===== src/rtl/freq_meas_ctrl.sv =====
// Gated frequency-measurement controller: clears, gates and settles an external edge counter, then scales the count to Hz.
// Optional auto-ranging gate selection is enabled with `define FREQ_AUTORANGE_EN.
module freq_meas_ctrl #(
  parameter int unsigned CLK_HZ     = 50_000_000,
  parameter int unsigned SETTLE_CYC = 4,
  parameter int unsigned AUTO_HI    = 10_000_000,
  parameter int unsigned AUTO_LO    = 1_000
) (
  input  logic        in_clk_50M,
  input  logic        in_clr,
  input  logic        start,
  input  logic        cont,
  input  logic [1:0]  range_sel,
  input  logic [31:0] cnt_val,
  input  logic        cnt_ovf,
  output logic        gate_en,
  output logic        cnt_clr,
  output logic [31:0] data_fx,
  output logic [1:0]  rng_used,
  output logic        ovf,
  output logic        valid,
  input  logic        ready,
  output logic        busy
);

  typedef enum logic [2:0] {IDLE, CLEAR, GATE, SETTLE, LATCH, HOLD} state_t;

  localparam logic [31:0] GATE0_M1  = 32'(CLK_HZ - 1);
  localparam logic [31:0] GATE1_M1  = 32'(CLK_HZ / 10 - 1);
  localparam logic [31:0] GATE2_M1  = 32'(CLK_HZ / 100 - 1);
  localparam logic [31:0] SETTLE_M1 = 32'(SETTLE_CYC - 1);

  state_t      r_state, w_nxt;
  logic [31:0] r_cnt;
  logic [1:0]  r_rng;
  logic        r_ovf_seen;
  logic        r_measured;
  logic [31:0] r_data;
  logic [1:0]  r_rng_used;
  logic        r_ovf;

  logic [1:0]  w_rng_pick;
  logic [31:0] w_gate_m1;
  logic [63:0] w_mult;
  logic [63:0] w_prod;
  logic        w_ovf_now;

`ifdef FREQ_AUTORANGE_EN
  logic [1:0]  r_auto;
  logic        r_auto_mode;
`endif

  always_comb begin
    w_rng_pick = range_sel;
    if (range_sel == 2'd3) begin
`ifdef FREQ_AUTORANGE_EN
      w_rng_pick = r_auto;
`else
      w_rng_pick = 2'd0;
`endif
    end
  end

  always_comb begin
    case (w_rng_pick)
      2'd1:    w_gate_m1 = GATE1_M1;
      2'd2:    w_gate_m1 = GATE2_M1;
      default: w_gate_m1 = GATE0_M1;
    endcase
  end

  always_comb begin
    case (r_rng)
      2'd1:    w_mult = 64'd10;
      2'd2:    w_mult = 64'd100;
      default: w_mult = 64'd1;
    endcase
    w_prod    = {32'd0, cnt_val} * w_mult;
    w_ovf_now = r_ovf_seen | cnt_ovf | (|w_prod[63:32]);
  end

  always_ff @(posedge in_clk_50M or negedge in_clr) begin
    if (!in_clr) r_state <= IDLE;
    else         r_state <= w_nxt;
  end

  // A cont-only start fires once after reset; later runs need start or a cont handshake.
  always_comb begin
    w_nxt = r_state;
    case (r_state)
      IDLE:    if (start || (cont && !r_measured)) w_nxt = CLEAR;
      CLEAR:   w_nxt = GATE;
      GATE:    if (r_cnt == 32'd0) w_nxt = SETTLE;
      SETTLE:  if (r_cnt == 32'd0) w_nxt = LATCH;
      LATCH:   w_nxt = HOLD;
      HOLD:    if (ready) w_nxt = cont ? CLEAR : IDLE;
      default: w_nxt = IDLE;
    endcase
  end

  assign gate_en  = (r_state == GATE);
  assign cnt_clr  = (r_state == CLEAR);
  assign valid    = (r_state == HOLD);
  assign busy     = (r_state != IDLE);
  assign data_fx  = r_data;
  assign rng_used = r_rng_used;
  assign ovf      = r_ovf;

  always_ff @(posedge in_clk_50M or negedge in_clr) begin
    if (!in_clr) begin
      r_cnt       <= 32'd0;
      r_rng       <= 2'd0;
      r_ovf_seen  <= 1'b0;
      r_measured  <= 1'b0;
      r_data      <= 32'd0;
      r_rng_used  <= 2'd0;
      r_ovf       <= 1'b0;
`ifdef FREQ_AUTORANGE_EN
      r_auto      <= 2'd0;
      r_auto_mode <= 1'b0;
`endif
    end else begin
      case (r_state)
        CLEAR: begin
          r_rng      <= w_rng_pick;
          r_cnt      <= w_gate_m1;
          r_ovf_seen <= 1'b0;
`ifdef FREQ_AUTORANGE_EN
          r_auto_mode <= (range_sel == 2'd3);
`endif
        end
        GATE: begin
          r_ovf_seen <= r_ovf_seen | cnt_ovf;
          r_cnt      <= (r_cnt == 32'd0) ? SETTLE_M1 : r_cnt - 32'd1;
        end
        SETTLE: begin
          r_ovf_seen <= r_ovf_seen | cnt_ovf;
          if (r_cnt != 32'd0) r_cnt <= r_cnt - 32'd1;
        end
        LATCH: begin
          r_data     <= w_ovf_now ? 32'hFFFF_FFFF : w_prod[31:0];
          r_rng_used <= r_rng;
          r_ovf      <= w_ovf_now;
          r_measured <= 1'b1;
`ifdef FREQ_AUTORANGE_EN
          if (r_auto_mode) begin
            if ((cnt_val > 32'(AUTO_HI) || w_ovf_now) && r_auto < 2'd2) r_auto <= r_auto + 2'd1;
            else if (cnt_val < 32'(AUTO_LO) && r_auto > 2'd0)           r_auto <= r_auto - 2'd1;
          end
`endif
        end
        default: ;
      endcase
    end
  end

endmodule


===== config.mk =====
export PLATFORM = sky130hd
export DESIGN_NAME = freq_meas_ctrl
export DESIGN_NICKNAME = d
export VERILOG_FILES = /design/src/rtl/freq_meas_ctrl.sv
export SDC_FILE = /design/constraint.sdc
export NUM_CORES = 1
export LEC_CHECK = 0
export BUFFER_PORTS_ARGS = -buffer_cell sky130_fd_sc_hd__clkbuf_2
export CORE_MARGIN = 2
export CORE_UTILIZATION = 37
export DETAILED_ROUTE_END_ITERATION = 8
export GPL_ROUTABILITY_DRIVEN = 0
export PLACE_DENSITY = 0.55
export REMOVE_ABC_BUFFERS = 1
export SETUP_SLACK_MARGIN = 0.2
export SYNTH_ARGS = -nofsm -noshare
export SYNTH_HDL_FRONTEND = slang
export SYNTH_SLANG_ARGS = --single-unit

===== constraint.sdc =====
create_clock -name in_clk_50M -period 6.8 [get_ports in_clk_50M]
set_input_delay 1.36 -clock in_clk_50M [delete_from_list [all_inputs] [get_ports in_clk_50M]]
set_output_delay 1.36 -clock in_clk_50M [all_outputs]
set_load 0.01 [all_outputs]

Word-level counts from Yosys, hierarchy flattened
Cells that the tools add are included.
{"block": "word_totals", "memories": 0, "romBits": 0, "ramBits": 0, "input_bits": 40, "regBits": 74, "latchBits": 0}
{"block": "op_classes", "order_cmp": 0, "n_shift": 0, "add_sub_neg": 1, "div": 0, "eq_ne": 15, "n_reduce_logical": 13, "n_bitwise": 2, "multipliers": 1, "mux": 14}
{"op": "32-bit two-way mux", "count": 3}
{"op": "32-bit one-hot mux with 3 select lines", "count": 1}
{"op": "32-bit by 64-bit multiplier with 64-bit output", "count": 1}
{"op": "26-bit one-hot mux with 2 select lines", "count": 1}
{"op": "32-bit logical NOT", "count": 1}
{"op": "32-bit nonzero test", "count": 1}
{"op": "32-bit OR reduction", "count": 1}
{"op": "32-bit by 1-bit subtractor with 32-bit output, second input constant", "count": 1}
{"op": "3-bit one-hot mux with 6 select lines", "count": 1}
{"op": "7-bit one-hot mux with 2 select lines", "count": 1}
{"op": "3-bit two-way mux", "count": 4}
{"op": "2-bit equality test, second input constant", "count": 3}
{"op": "3-bit by 2-bit equality test with 1-bit output, second input constant", "count": 2}
{"op": "3-bit equality test, second input constant", "count": 2}
{"op": "2-bit inequality test, second input constant", "count": 3}
{"op": "3-bit nonzero test", "count": 2}
{"op": "2-bit by 1-bit equality test with 1-bit output, second input constant", "count": 2}
{"op": "2-bit by 1-bit inequality test with 1-bit output, second input constant", "count": 2}
{"op": "4-bit AND reduction", "count": 1}
{"op": "3-bit by 1-bit equality test with 1-bit output, second input constant", "count": 1}
{"op": "3-bit logical NOT", "count": 1}
{"op": "2-bit two-way mux", "count": 1}
{"op": "1-bit bitwise OR", "count": 2}
{"op": "1-bit one-hot mux with 2 select lines", "count": 1}
{"op": "7 further kinds", "count": 7}

Logic depth before layout (Yosys ltp)
Gate-level depths: netlist of the first run.
{"block": "logic_depth", "depth_word": 6, "mapped_depth": 25}

Least setup slack after synthesis of the first run
No wires, ideal clock.
{"block": "synth_path", "path_type": "input to register", "startpoint": "in cnt_val[5]", "endpoint": "reg r_data[10] (netlist: data_fx[10])", "slack_ps": 376, "arrival_ps": 6283, "required_time_ps": 6659, "stages": 20, "path_cell_list": "clkbuf_1 > and2_1 > ha_1 > xor2_1 > fa_1 > inv_1 > fa_1 > inv_1 > fa_1 > inv_1 > ha_1 > a21oi_1 > o211ai_1 > a211oi_2 > o221ai_2 > a2111oi_0 > o32ai_1 > a2111oi_4 > buf_2 > a31oi_1"}
{"block": "synth_via", "elab_chain_cells": 4}
{"item": "start, declared", "line_no": "14", "rtl": "input logic [31:0] cnt_val,"}
{"item": "32-bit by 64-bit multiplier with 64-bit output *", "line_no": "78", "rtl": "w_prod = {32'd0, cnt_val} * w_mult;"}
{"item": "32-bit OR reduction", "line_no": "79", "rtl": "w_ovf_now = r_ovf_seen | cnt_ovf | (|w_prod[63:32]);"}
{"item": "1-bit bitwise OR", "line_no": "79"}
{"item": "32-bit two-way mux *", "line_no": "141", "rtl": "r_data <= w_ovf_now ? 32'hFFFF_FFFF : w_prod[31:0];"}
{"item": "end signal, assigned", "line_no": "141"}
{"item": "end, declared", "line_no": "38", "rtl": "logic [31:0] r_data;"}
Every way passes the cells marked *; elsewhere a longest branch is shown, timed or not.
A chain may end at the register's enable or synchronous reset.

Worst setup path after layout of the first run
{"block": "layout_path", "startpoint": "in cnt_val[26]", "endpoint": "reg r_data[31] (netlist: data_fx[31])"}
Same word-level chain as after synthesis.

==> results of run 1 <==
[timing repair]
item / 4_1_cts / 5_1_grt
setup endpoints to repair: 0 / 33
setup buffers: 0 / 2
gates resized for setup: 0 / 9
[placed cells by master, fill, tap and decap left out, types with 3 or more instances in the layout]
master,instances
o22ai_1,8
and2_1,56
and4_1,4
nor3_1,23
xor2_1,59
a22o_1,4
xnor2_1,25
nand3_1,16
o21bai_1,6
inv_1,169
a221oi_2,3
and3_1,25
or3_1,5
a31oi_1,39
fa_1,98
a21o_1,10
inv_6,3
clkbuf_16,10
nor4_1,3
dfrtp_1,74
a31o_2,6
nand2b_1,4
nand2_1,136
a22oi_1,5
clkbuf_2,77
buf_4,35
o211ai_1,9
nor2b_1,13
nand4_1,20
nor2_1,90
ha_1,82
o21a_1,17
o41ai_1,3
a21oi_1,83
o21ai_0,57
nor3b_1,4
o21ai_1,16
a41o_1,4
[worst paths after layout]
kind	endpoint	slack, ps	cells after the start
max	data_fx[31]	410	21
min	r_measured	470	1
max reg2reg	data_fx[31]	530	22
min reg2reg	r_measured	470	1
max in group asynchronous	r_cnt[19]	4980	1
min in group asynchronous	data_fx[7]	1160	1
[sequential cells by signal (all words and copies together), names as in the netlist]
register,count
r_ovf_seen,1
r_state,3
rng_used,2
r_cnt,32
r_rng,2
data_fx,32
ovf,1
r_measured,1
[stage by stage]
stage	cells	utilization	worst slack, ps	instance area [µm²]
2_1_floorplan	1225	-	-366	10200
3_3_place_gp	1715	0.407	-31.9	11400
3_5_place_dp	1715	0.407	-79.7	11400
6_report	1734	0.421	405	11800
5_1_grt	1734	0.421	61.3	11800
4_1_cts	1731	0.418	248	11700
[routing by layer]
layer  vias up  track usage  routed length, µm
li1       4458            -                  -
met3        13       0.0161                715
met5         -            0                  0
met1      4316        0.280              14200
met2       148        0.294              12400
met4         0       0.0286                193
[layout make-up]
class	count	share of cell area
clock buffers	9	0.0191
clock inverters	7	0.00702
inverters	170	0.0542
multi-input cells	981	0.661
flip-flops and latches	74	0.157
well taps	378	0.0402
repair buffers	115	0.0606
[logic make-up after synthesis]
kind of cell             synth area share
buffers and inverters              0.0929
multiplexers                      0.00308
AND/OR/NAND/NOR                     0.194
AO/OA/AOI/OAI                       0.180
flip-flops                          0.175
adder cells (fa/ha/maj)             0.285
XOR/XNOR                           0.0697
==> flow_summary.ini, run 1 <==
[hold_path]
min_from = r_measured
hold_class = flip-flop to flip-flop

[synthesis]
synth_seq_area_share = 0.175
avgSynthCellArea_um2 = 8.10
synthCells = 1303
synth.distinct_cells = 75
synth-edff-count = 0
synth_area_leader_cell = fa_1
synth_top_area_frac = 0.186
synth_common_cells = 169 x inv_1, 136 x nand2_1, 98 x fa_1, 91 x nor2_1, 84 x ha_1
yosysMostFrequentCell = inv_1
synth_top_cells_by_area = fa_1 19%, dfrtp_1 18%, ha_1 10%
async_flop_share = 1.00
yosys_warnings = 0
synth_area_mm2 = 0.0106
synth_ff_type = dfrtp_1
synth-seq-cells = 74

[cells_and_area]
seqCellArea_mm2 = 0.00185
num_antenna_cells = 0
nFillCells = 2945
drive_gt1_frac = 0.121
area_growth_syn_to_layout_pct = 11.5
multi_input_area_mm2 = 0.00778
nNetsFinal = 1573

[worst_setup_path]
crit_start = cnt_val[26]
max_stage_delay_ps = 540
startpoint_type = input pin
reg2reg_from = r_rng[1]
path_class = input pin to flip-flop
crit_buf_inv = 7
crit_slowest_cell = fa_1
crit_arrival_ps = 6580
crit_chain = clkbuf_2 -> and2_1 -> inv_1 -> fa_1 -> inv_1 -> fa_1 -> fa_1 -> inv_1 -> fa_1 -> inv_1 -> ha_1 -> nand2_1 -> nor4_2 -> nand4_1 -> o221ai_2 -> nor3b_1 -> o32ai_2 -> a2111oi_4 -> buf_4 -> clkbuf_16 -> a31oi_1
cp.required_ps = 6980
cp_top_family = adder cells
worst_setup_path_end_kind = flip-flop
path_max_fanout = 16

[timing]
fin_crit_ps = 6390
slew_viol_final = 0
max_freq_ghz = 0.156
finalSetupTns_ps = 0
timing.hold.ws_ps = 473
worstMarginPinSlew_ps = 981
max_slew_margin = 0.341
skew_ps = 9.31
rsz0062_at_grt = false
hold_viol = 0
fin_crit_sh = 0.940
setup_viol_count_final = 0

[clocking]
clock_latency_ps = 340
cts_tree = built
cts_buffers = 9
cts_sinks = 74
htree_levels = 3
holdBufCountCts = 0
clockBufferDepth = 2
clk_pin_slew_ps = 60
cts_root_buffer = clkbuf_16

[floorplan]
die_w_um = 173
die_area_mm2 = 0.0299
core_mm2 = 0.0279
start_util = 0.378
placementRows = 61
die_h_um = 173
pin_count = 79

[flow_run]
max_cap_viol_count = 0

[routing]
drc = 0
num_vias = 8935
routed_via_density = 5.15
firstDrtPassIters = 5
routed_wirelength_um = 27500
wl_per_cell_um = 15.9
drt-initial-drc-count = 464
ant_nets = 0

[placed_design]
dp_hpwl_um = 21600
port_buffers = 78

[global_route]
grt_max_degree = 75
first_global_vias = 8939
grt_pass1_wl_um = 46400
grtUsageTotal = 0.186
grt_antenna_before_repair = 0
grt_overflow = 0

[status]
status = finished clean
Power of run 1 is left out: the tool's default activity adds up to more than one toggle a clock period on the data nets, which glitch-free logic cannot reach.
==> run 2: changes to the inputs <==
- clock period: 6.8 -> 8.2 ns (I/O delays scaled with it)
==> run 2 against run 1 <==
  * Via count down 0.79%
  * Worst hold slack gained 4.2 ps
  * Setup slack better by 880 ps
  * Routed wire length shrank 0.53%
  * Design area decreased by 2.4%
  * Largest cell class unchanged
  * Highest routed layer unchanged
==> flow_summary.ini, run 2 (synthesis gave the netlist of run 1 again) <==
[status]
status = finished clean

[routing]
ant_nets = 0
routed_wirelength_um = 27400
drt-initial-drc-count = 598
num_vias = 8864
wl_per_cell_um = 16.0
routed_via_density = 5.20
firstDrtPassIters = 5
drc = 0

[floorplan]
placementRows = 61
die_h_um = 173
core_mm2 = 0.0279
die_area_mm2 = 0.0299
pin_count = 79
start_util = 0.378
die_w_um = 173

[flow_run]
max_cap_viol_count = 0

[worst_setup_path]
path_max_fanout = 33
startpoint_type = input pin
crit_arrival_ps = 7100
worst_setup_path_end_kind = flip-flop
cp.required_ps = 8390
path_class = input pin to flip-flop

[clocking]
ctsResizeCount = 0
htree_levels = 3
cts_tree = built
cts_setup_buffers = 0
clk_pin_slew_ps = 60
cts_root_buffer = clkbuf_16
clock_latency_ps = 340
holdBufCountCts = 0
cts_sinks = 74
cts_buffers = 9
clockBufferDepth = 2

[global_route]
first_global_vias = 8822
grt_overflow = 0
busiest_layer = met2
grt_max_degree = 75
grtUsageMet3 = 0.0182
met2_usage = 0.288
grt_antenna_before_repair = 0
grtUsageTotal = 0.186
met1_usage = 0.282
grt_pass1_wl_um = 46200

[placed_design]
dp_hpwl_um = 21400
port_buffers = 78

[cells_and_area]
drive_gt1_frac = 0.0986
final_cell_mix = 169 x inv_1, 136 x nand2_1, 98 x fa_1
num_antenna_cells = 0
area_growth_syn_to_layout_pct = 8.75
final_common_cell = inv_1
nNetsFinal = 1545

[hold_path]
hold_class = flip-flop to flip-flop

[timing]
rsz0062_at_grt = false
setup_viol_count_final = 0
hold_viol = 0
max_freq_ghz = 0.145
fin_crit_ps = 6910
fin_crit_sh = 0.843
max_slew_margin = 0.309
skew_ps = 6.81
finalSetupTns_ps = 0
worstMarginPinSlew_ps = 1030
slew_viol_final = 0
## run 2: changes by cell type in the layout (fill, tap and decap cells not counted), moves of 2 or more
cell	delta
a221oi_1	+2
a221oi_2	-2
buf_4	-25
clkinvlp_4	-2
buf_12	-2
## run 2: worst paths after layout
path | from | endpoint | slack (ps) | cells past startpoint
max in group asynchronous | in_clr | r_cnt[16] | 6120 | 1
setup / recovery | cnt_val[5] | data_fx[26] | 1290 | 20
setup reg to reg | r_rng[0] | data_fx[26] | 1360 | 21
hold reg to reg | r_measured | r_measured | 480 | 1
min in group asynchronous | in_clr | data_fx[5] | 1450 | 1
hold / removal | r_measured | r_measured | 480 | 1
## run 2: layer usage
metal  part of all wire  vias up
li1                   -     4402
met1               0.52     4271
met2               0.44      173
met3              0.029       18
met4              0.012        0
met5                  0        -
## run 2: area by class of cell
cell class	instances	area, µm²
Clock buffer	9	225
Multi-Input combinational cell	981	7730
Inverter	170	638
Tap cell	378	473
Sequential cell	74	1850
Timing Repair Buffer	87	460
Clock inverter	7	100
Fill cell	2956	16500
## run 2: through the flow
step / setup slack [ps] / hold WS, ps / area [µm²] / std cells / util
global route: 958 / 493 / 11500 / 1706 / 0.411
finish: 1290 / 477 / 11500 / 1706 / 0.411
CTS: 1330 / 473 / 11500 / 1706 / 0.411
floorplan: 1030 / 440 / 10200 / 1225 / -
detailed placement: 1020 / 458 / 11200 / 1690 / 0.399
global placement: 1120 / 458 / 11200 / 1690 / 0.399
## run 2: critical path: stages
cell and delay, ps:
clkbuf_2 180, and2_1 180, ha_1 320, xor2_1 180
fa_1 480, inv_1 60, fa_1 530, inv_1 50
fa_1 530, inv_1 40, ha_1 350, a21oi_1 200
o211ai_1 170, a211oi_2 450, o221ai_2 210, a2111oi_0 510
o32ai_1 210, a2111oi_4 290, buf_4 380, a31oi_1 150
Power of run 2 is left out for the same reason.
==> run 3: changes to the inputs <==
- ABC_AREA: not set -> 1
- clock period: 8.2 -> 6.9 ns (I/O delays scaled with it)
==> run 3 against run 2 <==
  * Global-route usage grew 0.30 points
  * Utilization grew 0.16 points
  * Die area grew 5.4%
  * Register-to-register slack lost 560 ps
  * Synthesized area grew 5.5%
  * Final cell count grew 21%
  * Critical endpoint is now data_fx[12]
  * Highest routed layer unchanged
==> flow_summary.ini, run 3 <==
[status]
status = finished clean

[timing]
worstMarginPinSlew_ps = 1050
finalSetupTns_ps = 0
fin_crit_ps = 6140
setup_viol_count_final = 0
hold_viol = 0
max_slew_margin = 0.299
slew_viol_final = 0
max_freq_ghz = 0.163
skew_ps = 2.91
fin_crit_sh = 0.890
rsz0062_at_grt = false

[cells_and_area]
seqCellArea_mm2 = 0.00185
final_cell_mix = 383 x nand2_1, 367 x inv_1, 148 x nor2_1
nNetsFinal = 1891
nFillCells = 3222
final_common_cell = nand2_1
area_growth_syn_to_layout_pct = 9.79
multi_input_area_mm2 = 0.00772
num_antenna_cells = 0
final_area_mm2 = 0.0122
drive_gt1_frac = 0.109

[worst_setup_path]
reg2reg_from = r_rng[0]
worst_setup_path_end_kind = flip-flop
cp_top_family = adder cells
r2r_slack_ps = 800
reg2regPathDepth = 28
crit_slowest_cell = fa_1
crit_buf_inv = 7
cp.required_ps = 7130
crit_arrival_ps = 6370
cp.depth = 26
crit_top_cell = nand2_1
startpoint_type = input pin
max_stage_delay_ps = 540
r2r_end = data_fx[12]
endpoint = data_fx[12]
path_max_fanout = 25
crit_start = cnt_val[5]
path_class = input pin to flip-flop

[clocking]
holdBufCountCts = 0
cts_sinks = 74
cts_root_buffer = clkbuf_16
clk_pin_slew_ps = 60
htree_levels = 3
cts_buffers = 9
clock_latency_ps = 340
clockBufferDepth = 2
ctsResizeCount = 0
cts_tree = built
cts_setup_buffers = 0

[synthesis]
yosys_warnings = 0
synth.distinct_cells = 42
synth-seq-cells = 74
synth_area_mm2 = 0.0111
synthSimpleGateAreaFrac = 0.279
yosysMostFrequentCell = nand2_1
synth_top_family_by_area = simple AND/OR/NAND/NOR gates
synthXorXnorAreaFrac = 0.0637
avgSynthCellArea_um2 = 6.96
synth-edff-count = 0
async_flop_share = 1.00
synth_mux_area_frac = 0
synth_fa_ha_area_frac = 0.271
synth_top_cells_by_area = fa_1 18%, dfrtp_1 17%, nand2_1 13%
synth_ff_type = dfrtp_1
synth_common_cells = 383 x nand2_1, 367 x inv_1, 148 x nor2_1, 98 x fa_1, 84 x ha_1
synth_top_area_frac = 0.176
synth_compound_area_frac = 0.0804
synth_seq_area_share = 0.166
synth_area_leader_cell = fa_1
synthCells = 1600

[floorplan]
core_mm2 = 0.0296
die_w_um = 177
start_util = 0.376
die_h_um = 177
placementRows = 63
pin_count = 79
die_area_mm2 = 0.0315

[routing]
top_layer = met4
wl_per_cell_um = 13.8
firstDrtPassIters = 5
drc = 0
routed_wirelength_um = 28600
met3WireLength_um = 1100
wl_met2_um = 13000
ant_nets = 0
wl_met1_um = 14100
drt-initial-drc-count = 540
routed_via_density = 4.74
num_vias = 9787

[global_route]
grt_antenna_before_repair = 0
grtUsageTotal = 0.189
grt_overflow = 0
grt_max_degree = 75
grt_pass1_wl_um = 48300
first_global_vias = 9698

[placed_design]
placed_cell_area_mm2 = 0.0119
dp_hpwl_um = 23600
port_buffers = 78

[flow_run]
max_cap_viol_count = 0

[hold_path]
hold_class = flip-flop to flip-flop
==> run 3: cell count changes after synthesis, sizes merged, moves of 22 or more <==
| cell | previous run | this run |
|---|---|---|
| nand2 | 137 | 397 |
| inv | 170 | 376 |
| nor2 | 91 | 164 |
| and2 | 57 | 5 |
| clkbuf | 63 | 13 |
| a31oi | 39 | 5 |
| nand3 | 16 | 48 |
| or2 | 1 | 30 |
| and3 | 25 | 2 |
| a21oi | 85 | 63 |
| o21ai | 74 | 52 |
==> run 3: cell families (layout without fill, tap and decap cells) <==
family / Yosys count / after routing
fa+ha+maj: 182 / 182
buf+inv: 402 / 476
compound gates: 160 / 160
simple gates: 701 / 701
flops: 74 / 74
xor+xnor: 81 / 81
==> run 3: routing by layer <==
layer  up-vias  GRT usage
met3        23     0.0126
met5         -          0
li1       5015          -
met4         0     0.0423
met2       200      0.315
met1      4549      0.267
==> run 3: worst min-delay path by stage <==
| stage | cells past startpoint | from | endpoint |
|---|---|---|---|
| floorplan | 1 | r_measured | r_measured |
| global placement | 1 | r_measured | r_measured |
| detailed placement | 1 | r_measured | r_measured |
| CTS | 1 | r_measured | r_measured |
| global route | 1 | r_measured | r_measured |
| finish | 1 | r_measured | r_measured |
==> run 3: layout make-up <==
type,instances,area share
clock inverter,6,0.00747
clock buffer,10,0.0187
multi-input combinational,1124,0.631
tap,390,0.0399
inverter,377,0.116
timing repair buffer,83,0.0352
sequential,74,0.151
==> run 3: per-stage QoR <==
step	cells	setup WS [ps]	hold WS [ps]	utilization
after floorplan	1575	1260	440	-
after global placement	2048	534	456	0.402
after detailed placement	2048	488	462	0.402
after CTS	2064	829	475	0.412
after global routing	2064	376	499	0.412
final	2064	761	470	0.412
Power of run 3 is left out for the same reason.
